$ cat src/rtl/instr_loader.sv
// Boot-time instruction-memory loader: receives a word-count header and program words over a
// UART byte stream, writes them to instruction memory and reports a one-byte status back.
module instr_loader #(
    parameter int unsigned      DATA_W    = 32,
    parameter int unsigned      ADDR_W    = 32,
    parameter int unsigned      DEPTH     = 1024,
    parameter logic [ADDR_W-1:0] BASE_ADDR = '0,
    parameter logic [7:0]       ACK_BYTE  = 8'hAA,
    parameter logic [7:0]       ERR_BYTE  = 8'hEE
) (
    input  logic              clk,
    input  logic              rst,
    input  logic [7:0]        rx_data,
    input  logic              rx_valid,
    output logic              rx_ready,
    output logic              we,
    output logic [ADDR_W-1:0] addr,
    output logic [DATA_W-1:0] dout,
    output logic [7:0]        tx_data,
    output logic              tx_valid,
    input  logic              tx_ready,
    input  logic              restart,
    output logic              busy,
    output logic              done,
    output logic              error,
    output logic [31:0]       word_cnt
);

    localparam int unsigned NB      = DATA_W / 8;
    localparam int unsigned IDX_MAX = (NB > 4) ? NB : 4;
    localparam int unsigned IDX_W   = $clog2(IDX_MAX);
    localparam logic [IDX_W-1:0] LAST_HDR  = IDX_W'(3);
    localparam logic [IDX_W-1:0] LAST_BYTE = IDX_W'(NB - 1);

    typedef enum logic [2:0] {
        S_HDR,
        S_LOAD,
        S_STAT,
        S_ERR_TX,
        S_DONE,
        S_ERROR
    } state_t;

    state_t             state;
    state_t             state_next;
    logic [IDX_W-1:0]   idx;
    logic [31:0]        n;
    logic [31:0]        hdr_next;
    logic [DATA_W-1:0]  asm_word;
    logic [DATA_W-1:0]  asm_next;
    logic               xfer;

    // Next-state decode plus the byte-merged views of the header and word registers.
    always_comb begin
        state_next = state;
        rx_ready   = 1'b0;
        hdr_next   = n;
        hdr_next[{idx[1:0], 3'b000} +: 8] = rx_data;
        asm_next   = asm_word;
        asm_next[{idx, 3'b000} +: 8] = rx_data;

        case (state)
            S_HDR: begin
                rx_ready = 1'b1;
                if (rx_valid && idx == LAST_HDR) begin
                    if (hdr_next > 32'(DEPTH))
                        state_next = S_ERR_TX;
                    else if (hdr_next == 32'd0)
                        state_next = S_STAT;
                    else
                        state_next = S_LOAD;
                end
            end
            S_LOAD: begin
                rx_ready = 1'b1;
                if (rx_valid && idx == LAST_BYTE && (word_cnt + 32'd1) == n)
                    state_next = S_STAT;
            end
            S_STAT: begin
                if (tx_valid && tx_ready)
                    state_next = S_DONE;
            end
            S_ERR_TX: begin
                if (tx_valid && tx_ready)
                    state_next = S_ERROR;
            end
            S_DONE, S_ERROR: begin
                if (restart)
                    state_next = S_HDR;
            end
            default: state_next = S_HDR;
        endcase
    end

    assign xfer = rx_valid && rx_ready;

    always_ff @(posedge clk or posedge rst) begin
        if (rst) begin
            state    <= S_HDR;
            we       <= 1'b0;
            addr     <= BASE_ADDR;
            dout     <= '0;
            tx_valid <= 1'b0;
            tx_data  <= 8'h00;
            word_cnt <= 32'd0;
            n        <= 32'd0;
            idx      <= '0;
            asm_word <= '0;
            busy     <= 1'b1;
            done     <= 1'b0;
            error    <= 1'b0;
        end else begin
            state    <= state_next;
            we       <= 1'b0;
            busy     <= (state_next == S_HDR) || (state_next == S_LOAD) || (state_next == S_STAT);
            done     <= (state_next == S_DONE);
            error    <= (state_next == S_ERROR);
            tx_valid <= (state_next == S_STAT) || (state_next == S_ERR_TX);
            if (state_next == S_STAT)
                tx_data <= ACK_BYTE;
            else if (state_next == S_ERR_TX)
                tx_data <= ERR_BYTE;

            case (state)
                S_HDR: begin
                    if (xfer) begin
                        n   <= hdr_next;
                        idx <= (idx == LAST_HDR) ? '0 : idx + IDX_W'(1);
                    end
                end
                S_LOAD: begin
                    if (xfer) begin
                        asm_word <= asm_next;
                        if (idx == LAST_BYTE) begin
                            // Word complete: write it on the following cycle at the pre-increment slot.
                            idx      <= '0;
                            we       <= 1'b1;
                            dout     <= asm_next;
                            addr     <= BASE_ADDR + ADDR_W'({word_cnt, 2'b00});
                            word_cnt <= word_cnt + 32'd1;
                        end else begin
                            idx <= idx + IDX_W'(1);
                        end
                    end
                end
                S_DONE, S_ERROR: begin
                    if (restart) begin
                        word_cnt <= 32'd0;
                        idx      <= '0;
                        n        <= 32'd0;
                    end
                end
                default: ;
            endcase
        end
    end

endmodule
$ cat config.mk
export PLATFORM = sky130hd
export DESIGN_NAME = instr_loader
export DESIGN_NICKNAME = d
export VERILOG_FILES = /design/src/rtl/instr_loader.sv
export SDC_FILE = /design/constraint.sdc
export NUM_CORES = 1
export LEC_CHECK = 0
export CAP_MARGIN = 20
export CORE_MARGIN = 5
export CORE_UTILIZATION = 28
export CTS_CLUSTER_DIAMETER = 60
export DETAILED_ROUTE_END_ITERATION = 7
export GPL_TIMING_DRIVEN = 0
export PLACE_DENSITY_LB_ADDON = 0.25
export SLEW_MARGIN = 40
export SYNTH_ARGS = -nofsm -noshare
export SYNTH_HDL_FRONTEND = slang
export SYNTH_SLANG_ARGS = --single-unit
$ cat constraint.sdc
create_clock -name clk -period 7.3 [get_ports clk]
set_input_delay 0.73 -clock clk [delete_from_list [all_inputs] [get_ports clk]]
set_output_delay 0.73 -clock clk [all_outputs]
set_load 0.01 [all_outputs]
==> flow_summary.json <==
{
  "pre_cts_ws_ns": 3.520,
  "cts_made_buffers": 17,
  "wl_per_cell_microns": 18.86,
  "endpoint_kind": "flop",
  "status": "finished clean",
  "place_area_sq_um": 10250,
  "max_freq_mhz": 275.8,
  "root_buffer": "clkbuf_16",
  "max_slew_margin": 0.4426,
  "place_congestion": 0.9012,
  "num_rows": 63,
  "ant_nets": 0,
  "syn_to_final_growth_pct": 27.87,
  "hp-start": "addr[17]",
  "hp-class": "reg2reg",
  "synth_top_family_by_area": "simple AND/OR/NAND/NOR gates",
  "hold_viol": 0,
  "layout_common_cells": "169 x dfrtp_1, 128 x nand2_1, 118 x clkdlybuf4s50_1",
  "vias_per_cell": 5.099,
  "core_sq_um": 29800,
  "antenna_cells": 0,
  "cp_max_fo": 9,
  "drt_iter0_drc": 527,
  "gr-total-overflow": 0,
  "dieArea_sq_um": 33870,
  "hold_buffers": 0,
  "postSynthAreaPerCell_sq_um": 9.683,
  "io_buffers": 118,
  "clk_pin_slew_ns": 0.08,
  "synth_xor_area_frac": 0.04440,
  "drc": 0,
  "rrSetupSlack_ns": 3.67,
  "vdd.ir_drop.worst_v": 0.0001802,
  "cts_tree": "yes",
  "routed_wl_microns": 26790,
  "finClkSkew_ns": 0.01304,
  "start_util": 0.2847,
  "drive_above_1_share": 0.07662,
  "tightest_slew_ns": 0.8361,
  "post_cts_resize_count": 0,
  "ys_seq_elements": 170,
  "ys.warnings.count": 0,
  "n_fill_cell": 3059,
  "nets": 1038,
  "fin_crit_sh": 0.4967,
  "r2r_cells": 9,
  "grt_max_degree": 70,
  "rr_startpoint": "word_cnt[1]",
  "clock-sinks": 170,
  "setup_ws_ns": 3.674,
  "synthesis.area_sq_um": 8482,
  "final-setup-viol-count": 0,
  "worstSetupStartpointType": "flop",
  "finalCriticalPeriod_ns": 3.626,
  "worstReg2RegEnd": "tx_data[6]",
  "die_w_microns": 184.0,
  "worstPathRequired_ns": 7.64,
  "worstPathArrival_ns": 3.96,
  "slew_viol_final": 0,
  "synth_compound_area_frac": 0.1884,
  "grtUsageTotal": 0.1582,
  "p_leak_uw": 0.004724,
  "drv.max_cap_violation_count": 0,
  "clkLatencyLatePin_ns": 0.45,
  "rsz0062_at_grt": "no",
  "synth_ff_type": "dfrtp_1",
  "dp_hpwl_microns": 19120,
  "yosys.area_share.adder": 0.01033,
  "layout_commonest_cell": "dfrtp_1",
  "first_pass_iters": 5,
  "die_h_microns": 184.0,
  "power_density_nw_per_um2": 337.7,
  "grt_pass1_vias": 7049,
  "min_to": "addr[17]",
  "synth-edff-count": 0,
  "clockBufferDepth": 2,
  "cts_setup_buffers": 0,
  "synth_simple_gate_area_frac": 0.1966,
  "ios": 123,
  "antenna_found_initial": 0,
  "syn_inst": 876,
  "htreeDepth": 4,
  "post-route-util": 0.3640,
  "num_vias": 7245,
  "synth-seq-area-share": 0.5017,
  "final_cell_area_sq_um": 10850,
  "synth-async-reset-ratio": 1.000,
  "synth_cell_types": 65,
  "tns_ns": 0,
  "grt_pass1_wl_microns": 42100,
  "muxShareOfSynthArea": 0.007671,
  "crit_type": "reg2reg",
  "hold_path_depth": 2
}
## Yosys cell counts, types with 3 or more instances
cell / count / area (sq um)
o21ai_0: 49 / 245.2
buf_2: 3 / 15.01
a21o_1: 3 / 22.52
nor4_1: 18 / 112.6
a22o_1: 59 / 516.8
nand4_1: 22 / 137.6
nor2_1: 95 / 356.6
and3_1: 10 / 62.56
nor4b_1: 3 / 26.28
inv_1: 6 / 22.52
clkbuf_1: 53 / 198.9
a31o_2: 5 / 43.79
nand2_1: 128 / 480.5
a22oi_1: 5 / 37.54
ha_1: 7 / 87.58
a221oi_1: 33 / 289.0
nor3_1: 14 / 70.07
xor2_1: 19 / 166.4
and4_1: 3 / 26.28
nor3b_1: 3 / 22.52
a21oi_1: 19 / 95.09
a31oi_1: 4 / 25.02
o41ai_1: 3 / 26.28
mux2i_1: 5 / 50.05
buf_6: 5 / 56.30
a32o_1: 3 / 30.03
xnor2_1: 24 / 210.2
dfrtp_1: 169 / 4229
o31ai_1: 18 / 135.1
buf_4: 15 / 112.6
clkinv_1: 4 / 15.01
nand3_1: 17 / 85.08
and2_1: 11 / 68.82
## worst max-delay path: stages (launching register included)
cell and delay, ns:
dfrtp_1 0.50, ha_1 0.30, nand3_1 0.36, nor2_1 0.33
xnor2_1 0.11, a2111oi_0 0.60, nand4_1 0.25, nor4_4 0.53
a31o_4 0.25, mux2_4 0.29
## layout make-up
cell class,instances,area (sq um),area share
Clock buffer,19,442.9,0.04084
Multi-Input combinational cell,621,3851,0.3551
Clock inverter,13,133.9,0.01234
Timing Repair Buffer,120,1236,0.1140
Sequential cell,170,4255,0.3924
Tap cell,390,488.0,0.04499
Buffer,78,392.9,0.03623
Inverter,10,45.04,0.004153
## report_power, final
part	switching [uW]	internal [uW]
Sequential	226	1200
Combinational	685	640
Clock	421	487
Total	1330	2330
## how the worst max path moves through the flow
stage               slack [ns]            to  cells after the start        start
floorplan                 1.97      addr[10]                      1          rst
global placement         -0.66      addr[15]                      2          rst
detailed placement        3.52  word_cnt[24]                      9     rx_valid
CTS                       3.59    tx_data[6]                      9  word_cnt[1]
global route              3.46    tx_data[6]                     10  word_cnt[1]
finish                    3.67    tx_data[6]                      9  word_cnt[1]
## kinds of logic after synthesis
group	after synthesis
AOI/OAI and AO/OA	214
xor gates and xnor gates	43
adders and majority gates	7
buffers and inverters	88
DFF	170
muxes	6
other	1
and+or+nand+nor	347
## registers in the layout (all words and copies together), names as in the netlist
register,count
error,1
done,1
asm_word,32
busy,1
addr,30
tx_valid,1
n,32
word_cnt,32
tx_data,2
state,3
idx,2
dout,32
we,1
## through the flow
stage	hold WS (ns)	total power (uW)	cells
after floorplan	0.4501	2229	879
after global placement	0.4588	2748	1387
after detailed placement	0.4641	2771	1389
after CTS	0.4805	3691	1421
after global routing	0.5108	3877	1421
final	0.4735	3662	1421
## metal layers
metal	global-route usage	wire [microns]	vias up
met5	0	0	-
met4	0.04170	274	0
met3	0.03502	1711	23
met2	0.2443	12540	238
met1	0.2254	12270	3533
li1	-	-	3451
Power figures use the tool's default switching activity.
